===== src/rtl/instruction_tx.sv =====
// Bit-serial instruction transmitter: sends a WIDTH-bit word MSB first over the
// 4-phase data_ready/data_ack handshake, one bit per handshake, with ack timeout.
module instruction_tx #(
    parameter int WIDTH          = 10,
    parameter int SETUP_CYCLES   = 2,
    parameter int TIMEOUT_CYCLES = 1000
) (
    input  logic             clk,
    input  logic             reset,
    input  logic             start,
    input  logic [WIDTH-1:0] instruction_in,
    input  logic             data_ack,
    output logic             data_ready,
    output logic             data_bit,
    output logic             busy,
    output logic             done,
    output logic             error
);
    localparam int BL_W = $clog2(WIDTH + 1);
    localparam int SC_W = $clog2(SETUP_CYCLES + 1);
    localparam int TO_W = (TIMEOUT_CYCLES > 1) ? $clog2(TIMEOUT_CYCLES) : 1;
    localparam logic [BL_W-1:0] BL_FULL = BL_W'(WIDTH);
    localparam logic [BL_W-1:0] BL_LAST = BL_W'(1);
    localparam logic [SC_W-1:0] SC_DONE = SC_W'(SETUP_CYCLES);
    localparam logic [TO_W-1:0] TO_LAST = TO_W'((TIMEOUT_CYCLES > 0) ? TIMEOUT_CYCLES - 1 : 0);
    localparam bit              TO_EN   = (TIMEOUT_CYCLES != 0);

    typedef enum logic [1:0] {
        ST_IDLE    = 2'd0,
        ST_SETUP   = 2'd1,
        ST_WAIT_HI = 2'd2,
        ST_WAIT_LO = 2'd3
    } state_t;

    state_t            state_r, state_nx_s;
    logic [WIDTH-1:0]  shift_r, shift_nx_s;
    logic [BL_W-1:0]   bits_left_r, bits_left_nx_s;
    logic [SC_W-1:0]   setup_cnt_r, setup_cnt_nx_s;
    logic [TO_W-1:0]   to_cnt_r, to_cnt_nx_s;
    logic              data_ready_r, ready_nx_s;
    logic              data_bit_r, bit_nx_s;
    logic              busy_r, busy_nx_s;
    logic              done_r, done_nx_s;
    logic              error_r, error_nx_s;
    logic              ack_meta_r, ack_s_r;

    // Two-flop synchroniser for the asynchronous receiver acknowledge
    always_ff @(posedge clk or posedge reset) begin
        if (reset) begin
            ack_meta_r <= 1'b0;
            ack_s_r    <= 1'b0;
        end else begin
            ack_meta_r <= data_ack;
            ack_s_r    <= ack_meta_r;
        end
    end

    // Next-state and next-output logic for the handshake FSM
    always_comb begin
        state_nx_s     = state_r;
        shift_nx_s     = shift_r;
        bits_left_nx_s = bits_left_r;
        setup_cnt_nx_s = setup_cnt_r;
        to_cnt_nx_s    = to_cnt_r;
        ready_nx_s     = data_ready_r;
        bit_nx_s       = data_bit_r;
        done_nx_s      = 1'b0;
        error_nx_s     = 1'b0;
        case (state_r)
            ST_IDLE: begin
                if (start) begin
                    shift_nx_s     = instruction_in;
                    bits_left_nx_s = BL_FULL;
                    bit_nx_s       = instruction_in[WIDTH-1];
                    setup_cnt_nx_s = '0;
                    state_nx_s     = ST_SETUP;
                end else begin
                    state_nx_s = ST_IDLE;
                end
            end
            ST_SETUP: begin
                ready_nx_s = 1'b0;
                // A stale ack still high from the receiver freezes the setup count
                if (ack_s_r) begin
                    setup_cnt_nx_s = setup_cnt_r;
                end else if (setup_cnt_r == SC_DONE) begin
                    ready_nx_s  = 1'b1;
                    to_cnt_nx_s = '0;
                    state_nx_s  = ST_WAIT_HI;
                end else begin
                    setup_cnt_nx_s = setup_cnt_r + 1'b1;
                end
            end
            ST_WAIT_HI: begin
                if (ack_s_r) begin
                    ready_nx_s = 1'b0;
                    if (bits_left_r == BL_LAST) begin
                        done_nx_s  = 1'b1;
                        state_nx_s = ST_IDLE;
                    end else begin
                        shift_nx_s     = shift_r << 1'b1;
                        bits_left_nx_s = bits_left_r - 1'b1;
                        to_cnt_nx_s    = '0;
                        state_nx_s     = ST_WAIT_LO;
                    end
                end else if (TO_EN && (to_cnt_r == TO_LAST)) begin
                    error_nx_s = 1'b1;
                    ready_nx_s = 1'b0;
                    state_nx_s = ST_IDLE;
                end else begin
                    to_cnt_nx_s = to_cnt_r + 1'b1;
                end
            end
            ST_WAIT_LO: begin
                if (!ack_s_r) begin
                    bit_nx_s       = shift_r[WIDTH-1];
                    setup_cnt_nx_s = '0;
                    state_nx_s     = ST_SETUP;
                end else if (TO_EN && (to_cnt_r == TO_LAST)) begin
                    error_nx_s = 1'b1;
                    ready_nx_s = 1'b0;
                    state_nx_s = ST_IDLE;
                end else begin
                    to_cnt_nx_s = to_cnt_r + 1'b1;
                end
            end
            default: begin
                ready_nx_s = 1'b0;
                state_nx_s = ST_IDLE;
            end
        endcase
        busy_nx_s = (state_nx_s != ST_IDLE);
    end

    // State and registered-output update
    always_ff @(posedge clk or posedge reset) begin
        if (reset) begin
            state_r      <= ST_IDLE;
            shift_r      <= '0;
            bits_left_r  <= '0;
            setup_cnt_r  <= '0;
            to_cnt_r     <= '0;
            data_ready_r <= 1'b0;
            data_bit_r   <= 1'b0;
            busy_r       <= 1'b0;
            done_r       <= 1'b0;
            error_r      <= 1'b0;
        end else begin
            state_r      <= state_nx_s;
            shift_r      <= shift_nx_s;
            bits_left_r  <= bits_left_nx_s;
            setup_cnt_r  <= setup_cnt_nx_s;
            to_cnt_r     <= to_cnt_nx_s;
            data_ready_r <= ready_nx_s;
            data_bit_r   <= bit_nx_s;
            busy_r       <= busy_nx_s;
            done_r       <= done_nx_s;
            error_r      <= error_nx_s;
        end
    end

    assign data_ready = data_ready_r;
    assign data_bit   = data_bit_r;
    assign busy       = busy_r;
    assign done       = done_r;
    assign error      = error_r;
endmodule


===== config.mk =====
export PLATFORM = sky130hd
export DESIGN_NAME = instruction_tx
export DESIGN_NICKNAME = d
export VERILOG_FILES = /design/src/rtl/instruction_tx.sv
export SDC_FILE = /design/constraint.sdc
export NUM_CORES = 1
export LEC_CHECK = 0
export BUFFER_PORTS_ARGS = -buffer_cell sky130_fd_sc_hd__buf_2
export CORE_MARGIN = 2
export CORE_UTILIZATION = 40
export DETAILED_ROUTE_END_ITERATION = 10
export PLACE_DENSITY_LB_ADDON = 0.15
export SYNTH_ARGS = -nofsm -noshare
export SYNTH_HDL_FRONTEND = slang
export SYNTH_SLANG_ARGS = --single-unit

===== constraint.sdc =====
create_clock -name clk -period 2.35 [get_ports clk]
set_input_delay 0.235 -clock clk [delete_from_list [all_inputs] [get_ports clk]]
set_output_delay 0.235 -clock clk [all_outputs]
set_load 0.01 [all_outputs]

==> out/results.ini, run 1 <==
[outcome]
status = completed

[sta]
finalSetupTns_ns = 0
fin_crit_sh_pct = 80.09
period_minus_slack_ns = 1.882
setup_viol_count_final = 0
max_freq_ghz = 0.5313
slew_headroom_pct = 61.02
skew_ns = 0.002683
grt_setup_unrepaired = no
hold_violations = 0
post-route-worst-setup-slack_ns = 0.4678
worst_pin_slew_ns = 0.5848
maxSlewViolCount = 0

[detailed_routing]
wl_per_cell_um = 13.32
vias = 1396
ant_nets = 0
drt-total-wl_um = 3516
drtPass1Iterations = 4
drt_first_iter_violations = 89
drc = 0
viasPerCell = 5.288

[global_routing]
grt_max_degree = 36
grt_overflow = 0
grt_usage_pct = 14.82
antenna_found_initial = 0
grt_pass1_wl_um = 5934
grt_pass1_vias = 1280

[worst_setup_path]
worstPathRequired_ns = 2.52
slowest_delay_ns = 0.51
endpoint_kind = flop
critPathTopFamily = simple AND/OR/NAND/NOR gates
critical_path_depth = 6
startpoint = bits_left_r[1]
path_class = reg -> reg
cp.arrival_ns = 2.05
crit_path_start_kind = flop
timing.rr.start = bits_left_r[1]
crit_fanout = 4
reg2reg_depth = 6
crit_slowest_cell = or3b_2
crit_buf_inv = 1
worstPathCellList = inv_1 -> ha_1 -> or3b_2 -> a31oi_1 -> o21ai_0 -> or2_1

[clock_tree]
clk_latency_ns = 0.28
cts_setup_buffers = 0
post_cts_resize_count = 0
clock_path_buffers = 2
cts_sinks = 35
cts_tree = done
numCtsBuffers = 5
cts.clk_slew.worst_paths_ns = 0.07
cts_root_buffer = clkbuf_8
htree_levels = 2
hold_buffers = 0

[layout]
antenna_cells = 0
drive_above_1_share_pct = 18.40
fillers = 420
multiInputGateArea_um2 = 879.6
nets = 229
regArea_um2 = 875.8
stdcell_area_mm2 = 0.002052
area_growth_pct = 11.95

[die]
core_area_mm2 = 0.004384
initial_core_util_pct = 41.81
die_h_um = 71.70
num_rows = 24
die_x_um = 71.70
ioPinCount = 19
die_area_mm2 = 0.005140

[yosys]
synth_edf_count = 0
ys_types = 46
yosysMostFrequentCell = dfrtp_1
yosys_warnings = 0
syn_nets = 207
yosys-top-cells-count = dfrtp_1, nor2_1, a21oi_1
seq_area_frac_synth_pct = 47.78
synthFlopType = dfrtp_1
synth_top_cell_by_area = dfrtp_1
syn_inst = 189
synthesis.area_mm2 = 0.001833
async_flop_share_pct = 100.0
avgSynthCellArea_um2 = 9.698
synth.top_cell.area_share_pct = 47.78
synth_area_leaders = dfrtp_1, mux2i_1, a21oi_1
ys_ff_latch = 35

[placed_design]
dp_slack_ns = 0.4739
io_buffer_count = 18
routabilityCongestion = 0.9101
dpl.hpwl_um = 2577
dpl_cell_area_mm2 = 0.001971

[hold_path]
hold_class = in -> async

[power]
ir_worst_vdd_mv = 0.3530
finalPower_mw = 2.004
p_leak_nw = 0.8892
p_per_area_mw_per_mm2 = 976.4

[job]
max_cap_violations = 0

-- final cells by class --
cell class | count | area share (%)
multi-input combinational | 139 | 42.87
sequential | 35 | 42.68
timing repair buffer | 22 | 5.854
clock buffer | 7 | 3.720
tap | 52 | 3.171
inverter | 8 | 1.463
clock inverter | 1 | 0.2439
-- registers in the layout, summed over array words and instances (netlist names) --
register,cells
done,1
bits_left_r,4
shift_r,10
data_ready,1
ack_meta_r,1
busy,1
ack_s_r,1
setup_cnt_r,2
to_cnt_r,10
state_r,2
error,1
data_bit,1
-- cell usage in the layout, fill, tap and decap left out, types with 2 or more instances in the layout --
cell type   n
a21o_1      3
a21oi_1    19
a31oi_1     4
buf_2      18
buf_4       4
clkbuf_1    2
clkbuf_8    5
dfrtp_1    35
ha_1        4
inv_1       8
mux2i_1    10
nand2_1    14
nand2b_1    4
nand3_1     7
nand3b_1    2
nor2_1     25
nor3_1      4
nor4_1      2
o211ai_1    2
o21ai_0     7
o22ai_1     2
o31ai_1     2
or3b_2      2
or4_1       2
xnor2_1     3
-- worst paths after layout --
path | to | slack (ns)
max | busy | 0.47
min | shift_r[5] | 0.03
max reg2reg | busy | 0.47
min reg2reg | ack_s_r | 0.35
max in group asynchronous | to_cnt_r[8] | 2.01
min in group clk | ack_meta_r | 0.06
-- logic make-up after synthesis --
family,Yosys count,share of synthesized area (%)
simple gates,78,23.96
fa+ha+maj,4,2.730
compound gates,43,13.92
buf+inv,15,4.232
flops,35,47.78
xor+xnor,4,1.912
mux,10,5.461
-- worst register-to-register path, stage by stage (launching register included) --
cell and delay (ns):
dfrtp_1 0.40, inv_1 0.08, ha_1 0.15, or3b_2 0.51
a31oi_1 0.25, o21ai_0 0.14, or2_1 0.24
-- per-layer routing --
metal	wire, um	vias to the layer above	share of wire [%]	track usage (%)
li1	-	709	-	-
met1	1745	657	50	20.56
met2	1593	25	45	21.91
met3	150	5	4.3	4.782
met4	26	0	0.74	5.031
met5	0	-	0	0
-- per-stage QoR --
step	hold WS [ns]	instances	util, %
4_1_cts	0.04515	264	46.80
3_3_place_gp	0.3359	256	44.95
2_1_floorplan	0.2664	189	-
5_1_grt	0.04415	264	46.80
3_5_place_dp	0.3363	256	44.95
6_report	0.03225	264	46.80
-- report_power, final --
part	leakage (nW)	switching, mW	internal, mW	total, mW
combinational	0.420	0.366	0.290	0.657
sequential	0.428	0.153	0.786	0.939
clock	0.0422	0.200	0.208	0.408
total	0.889	0.720	1.28	2.00
(Power assumes the default switching activity.)
==> inputs of run 2 (changes only) <==
clock period = 1.77 ns   (was 2.35 ns; I/O delays follow)
==> out/results.ini, run 2 (synthesis gave the netlist of run 1 again) <==
[worst_setup_path]
slowest_delay_ns = 0.53  ; was 0.51 ns
reg2reg_depth = 7  ; was 6
worstPathRequired_ns = 2.00  ; was 2.52 ns
reg2reg_slack_ns = -0.02  ; was 0.47 ns
timing.rr.start = bits_left_r[0]  ; was bits_left_r[1]
path_class = reg -> reg  ; unchanged
r2r-end = to_cnt_r[3]  ; was busy
endpoint_kind = flop  ; unchanged
cp.arrival_ns = 2.02  ; was 2.05 ns
crit_fanout = 6  ; was 4
crit_path_start_kind = flop  ; unchanged
worstPathCellList = ha_4 -> or3b_4 -> buf_6 -> nor2_4 -> or4_1 -> a21oi_2 -> a21o_1  ; was inv_1 -> ha_1 -> or3b_2 -> a31oi_1 -> o21ai_0 -> or2_1
crit_slowest_cell = or4_1  ; was or3b_2

[hold_path]
hp-start = instruction_in[0]
hold_class = in -> reg  ; was in -> async
hold_depth = 3
hold_end = shift_r[0]

[power]
ir_worst_vdd_mv = 0.7109  ; was 0.3530 mV
finalPower_mw = 3.066  ; was 2.004 mW
p_per_area_mw_per_mm2 = 1301  ; was 976.4 mW/mm2
p_leak_nw = 1.036  ; was 0.8892 nW

[sta]
grt_setup_unrepaired = yes  ; was no
setup_viol_count_final = 2  ; was 0
skew_ns = 0.007053  ; was 0.002683 ns
slew_headroom_pct = 69.84  ; was 61.02%
period_minus_slack_ns = 1.792  ; was 1.882 ns
fin_crit_sh_pct = 101.3  ; was 80.09%
worst_pin_slew_ns = 0.4524  ; was 0.5848 ns
maxSlewViolCount = 0  ; unchanged
max_freq_ghz = 0.5579  ; was 0.5313 GHz
hold_violations = 0  ; unchanged
post-route-worst-setup-slack_ns = -0.02245  ; was 0.4678 ns
finalSetupTns_ns = -0.03371  ; was 0 ns

[global_routing]
grt_pass1_vias = 1543  ; was 1280
grt_pass1_wl_um = 6796  ; was 5934 um
grt_overflow = 0  ; unchanged
grt_usage_pct = 17.13  ; was 14.82%
antenna_found_initial = 0  ; unchanged
grt_max_degree = 36  ; unchanged

[detailed_routing]
drc = 0  ; unchanged
vias = 1539  ; was 1396
viasPerCell = 5.289  ; was 5.288
drtPass1Iterations = 4  ; unchanged
drt_first_iter_violations = 82  ; was 89
ant_nets = 0  ; unchanged
drt-total-wl_um = 4054  ; was 3516 um
wl_per_cell_um = 13.93  ; was 13.32 um

[die]
die_x_um = 71.70  ; unchanged
core_area_mm2 = 0.004384  ; unchanged
ioPinCount = 19  ; unchanged
num_rows = 24  ; unchanged
initial_core_util_pct = 41.81  ; unchanged
die_h_um = 71.70  ; unchanged
die_area_mm2 = 0.005140  ; unchanged

[clock_tree]
cts.clk_slew.worst_paths_ns = 0.07  ; about the same
clock_path_buffers = 2  ; unchanged
cts_tree = done  ; unchanged
numCtsBuffers = 5  ; unchanged
clk_latency_ns = 0.29  ; was 0.28 ns
cts_sinks = 35  ; unchanged
cts_root_buffer = clkbuf_8  ; unchanged
htree_levels = 2  ; unchanged

[layout]
drive_above_1_share_pct = 32.64  ; was 18.40%
stdcell_count = 291  ; was 264
reg_top3 = shift_r: 10 flops, to_cnt_r: 10 flops, bits_left_r: 4 flops  ; unchanged
nets = 256  ; was 229
layout_commonest_cell = dfrtp_1  ; unchanged
final_cell_mix = dfrtp_1, buf_4, nor2_1  ; was dfrtp_1, nor2_1, a21oi_1
antenna_cells = 0  ; unchanged
area_growth_pct = 28.53  ; was 11.95%
fin_util_pct = 53.74  ; was 46.80%
fillers = 404  ; was 420

[outcome]
violations = setup timing
status = finished, violations left  ; was completed

[job]
max_cap_violations = 0  ; unchanged

[placed_design]
dpl.hpwl_um = 2893  ; was 2577 um
placed_cells = 275  ; was 256
dp_slack_ns = -0.1418  ; was 0.4739 ns
routabilityCongestion = 0.8328  ; was 0.9101
io_buffer_count = 18  ; unchanged

## run 2: changes by cell type in the layout (fill, tap and decap cells not counted), sizes merged
cell | previous run | this run
buf | 22 | 47
dlygate4sd3 | 0 | 2
clkbuf | 7 | 8
clkinv | 1 | 0
## run 2: report_power, final
group          internal, mW  switching (mW)  leakage, nW
sequential             1.04           0.176        0.428
combinational         0.591           0.619        0.557
clock                 0.355           0.281       0.0515
total                  1.99            1.08         1.04
## run 2: metal layers
| metal | wire, um | up-vias | track usage (%) |
|---|---|---|---|
| li1 | - | 769 | - |
| met1 | 1891 | 748 | 22.06 |
| met2 | 1947 | 15 | 26.65 |
| met3 | 149 | 7 | 4.923 |
| met4 | 65 | 0 | 7.966 |
| met5 | 0 | - | 0 |
## run 2: worst max-delay path by stage
stage	from	endpoint	slack, ns
after CTS	setup_cnt_r[0]	to_cnt_r[6]	0.01
after floorplan	bits_left_r[1]	busy	0.03
final	bits_left_r[0]	to_cnt_r[3]	-0.02
after global placement	bits_left_r[1]	busy	-0.12
after global routing	bits_left_r[0]	to_cnt_r[3]	-0.1
after detailed placement	bits_left_r[1]	busy	-0.14
## run 2: what timing repair did
| action | in CTS | in global routing |
|---|---|---|
| resized for setup | 8 | 13 |
| hold buffers | 2 | 0 |
| setup buffers | 6 | 1 |
| hold endpoints to repair | 36 | 0 |
| endpoints found under the setup margin | 11 | 23 |
| pin swaps | 6 | 8 |
## run 2: cell type report
cell class	instances	area, um2	share of cell area [%]
repair buffers	49	344.1	14.60
multi-input cells	139	940.9	39.94
well taps	52	65.06	2.762
flip-flops and latches	35	875.8	37.17
clock buffers	8	100.1	4.249
inverters	8	30.03	1.275
## run 2: stage by stage
| step | cell area [um2] | hold slack [ns] |
|---|---|---|
| finish | 2356 | 0.1306 |
| global route | 2356 | 0.1364 |
| CTS | 2308 | 0.1110 |
| detailed placement | 2126 | 0.2891 |
| global placement | 2126 | 0.2852 |
| floorplan | 1833 | 0.2084 |
## run 2: worst max-delay path, delay by kind of cell (launching register included)
family / cells / cell delay [ns]
adder cells (fa/ha/maj): 1 / 0.17
AND/OR/NAND/NOR: 3 / 0.83
AO/OA/AOI/OAI: 2 / 0.23
buffers and inverters: 1 / 0.10
flip-flops: 1 / 0.41
==> inputs of run 3 (changes only) <==
CORE_UTILIZATION = 50   (was 40)
==> out/results.ini, run 3 (synthesis gave the netlist of run 1 again) <==
[detailed_routing]
drt-total-wl_um = 3927  ; was 4054 um
drt_first_iter_violations = 72  ; was 82
ant_nets = 0  ; unchanged
drc = 0  ; unchanged
wl_per_cell_um = 14.23  ; was 13.93 um
viasPerCell = 5.540  ; was 5.289
vias = 1529  ; was 1539
drtPass1Iterations = 4  ; unchanged

[clock_tree]
cts_sinks = 35  ; unchanged
htree_levels = 2  ; unchanged
cts_root_buffer = clkbuf_4  ; was clkbuf_8
cts_tree = done  ; unchanged
clk_latency_ns = 0.36  ; was 0.29 ns
clock_path_buffers = 2  ; unchanged
numCtsBuffers = 5  ; unchanged
cts.clk_slew.worst_paths_ns = 0.10  ; was 0.07 ns

[power]
p_per_area_mw_per_mm2 = 1275  ; was 1301 mW/mm2
p_leak_nw = 0.9778  ; was 1.036 nW
ir_worst_vdd_mv = 0.6785  ; was 0.7109 mV

[worst_setup_path]
cp.arrival_ns = 2.06  ; was 2.02 ns
slowest_delay_ns = 0.42  ; was 0.53 ns
worstPathCellList = inv_2 -> ha_2 -> or3b_4 -> nor2_4 -> or2_4 -> o21ai_1 -> a21oi_1  ; was ha_4 -> or3b_4 -> buf_6 -> nor2_4 -> or4_1 -> a21oi_2 -> a21o_1
crit_fanout = 6  ; unchanged
crit_slowest_cell = or3b_4  ; was or4_1
path_class = reg -> reg  ; unchanged
worstPathRequired_ns = 2.06  ; was 2.00 ns
endpoint_kind = flop  ; unchanged
crit_path_start_kind = flop  ; unchanged

[global_routing]
grt_usage_pct = 20.76  ; was 17.13%
grt_max_degree = 36  ; unchanged
antenna_found_initial = 0  ; unchanged
grt_overflow = 0  ; unchanged
grt_pass1_wl_um = 6541  ; was 6796 um
grt_pass1_vias = 1516  ; was 1543

[die]
initial_core_util_pct = 53.66  ; was 41.81%
num_rows = 21  ; was 24
die_h_um = 64.55  ; was 71.70 um
ioPinCount = 19  ; unchanged
die_area_mm2 = 0.004166  ; was 0.005140 mm2
core_area_mm2 = 0.003416  ; was 0.004384 mm2
die_x_um = 64.55  ; was 71.70 um

[sta]
maxSlewViolCount = 0  ; unchanged
whs_ns = 0.02583  ; was 0.1306 ns
hold_violations = 0  ; unchanged
setup_viol_count_final = 1  ; was 2
grt_setup_unrepaired = yes  ; unchanged
fin_crit_sh_pct = 100.2  ; was 101.3%
finalSetupTns_ns = -0.003300  ; was -0.03371 ns
period_minus_slack_ns = 1.773  ; was 1.792 ns
worst_pin_slew_ns = 0.4455  ; was 0.4524 ns
post-route-worst-setup-slack_ns = -0.003300  ; was -0.02245 ns
skew_ns = 0.007732  ; was 0.007053 ns
max_freq_ghz = 0.5639  ; was 0.5579 GHz
slew_headroom_pct = 70.30  ; was 69.84%

[hold_path]
hold_class = in -> reg  ; unchanged

[job]
max_cap_violations = 0  ; unchanged

[outcome]
status = finished, violations left  ; unchanged
violations = setup timing  ; unchanged

[layout]
fillers = 288  ; was 404
drive_above_1_share_pct = 28.70  ; was 32.64%
nets = 247  ; was 256
antenna_cells = 0  ; unchanged
fin_util_pct = 65.31  ; was 53.74%
area_growth_pct = 21.71  ; was 28.53%
stdcell_count = 276  ; was 291
layout_commonest_cell = dfrtp_1  ; unchanged
reg_top3 = shift_r: 10 flops, to_cnt_r: 10 flops, bits_left_r: 4 flops  ; unchanged
final_cell_mix = dfrtp_1, nor2_1, buf_4  ; was dfrtp_1, buf_4, nor2_1

[placed_design]
io_buffer_count = 18  ; unchanged
routabilityCongestion = 0.8773  ; was 0.8328
dpl.hpwl_um = 2643  ; was 2893 um
placed_cells = 262  ; was 275

-- run 3: changes by cell type in the layout (fill, tap and decap cells not counted), sizes merged --
cell | previous run | this run
buf | 47 | 38
-- run 3: what timing repair did --
| item | in CTS | in global routing |
|---|---|---|
| resized for setup | 4 | 12 |
| endpoints found under the hold margin | 36 | 0 |
| hold buffers | 2 | 0 |
| buffers inserted | 3 | 1 |
| pin swaps | 4 | 8 |
| endpoints found under the setup margin | 22 | 16 |
-- run 3: critical path, delay by kind of cell (launching register included) --
family          cells  cell delay, ns
flops               1            0.41
simple gates        3            0.84
buf+inv             1            0.07
fa+ha+maj           1            0.17
compound gates      2            0.22
-- run 3: worst paths after layout --
check,from,end,slack (ns),cells past startpoint
max,bits_left_r[1],to_cnt_r[6],-0.003,7
min,instruction_in[0],shift_r[0],0.03,3
max reg2reg,bits_left_r[1],to_cnt_r[6],-0.003,7
min reg2reg,ack_meta_r,ack_s_r,0.36,0
max in group asynchronous,reset,to_cnt_r[5],1.02,4
min in group asynchronous,reset,bits_left_r[2],0.45,4
-- run 3: per-layer routing --
layer,GRT usage [%],wire length [um],vias to the layer above
met2,35.16,1892,45
met4,11.44,99,0
met3,5.208,171,11
met1,24.06,1762,724
met5,0,0,-
li1,-,-,749
-- run 3: area by class of cell --
type	instances	area [um2]	area share, %
flip-flops and latches	35	875.8	39.26
clock buffers	8	68.82	3.085
inverters	8	30.03	1.346
well taps	46	57.56	2.580
repair buffers	40	272.8	12.23
multi-input cells	139	925.9	41.50
-- run 3: stage by stage --
stage	cell area [um2]	power [mW]	worst slack, ns
after detailed placement	2066	2.251	-0.1325
after global routing	2231	3.066	-0.09129
after CTS	2196	2.818	0.01439
after global placement	2066	2.198	-0.0008572
after floorplan	1833	1.925	0.03185
final	2231	2.844	-0.003300
-- run 3: power breakdown --
| part | total [mW] | leakage, nW | switching (mW) | internal [mW] |
|---|---|---|---|---|
| logic | 1.12 | 0.512 | 0.581 | 0.543 |
| clock network | 0.502 | 0.0386 | 0.269 | 0.233 |
| registers | 1.22 | 0.428 | 0.177 | 1.04 |
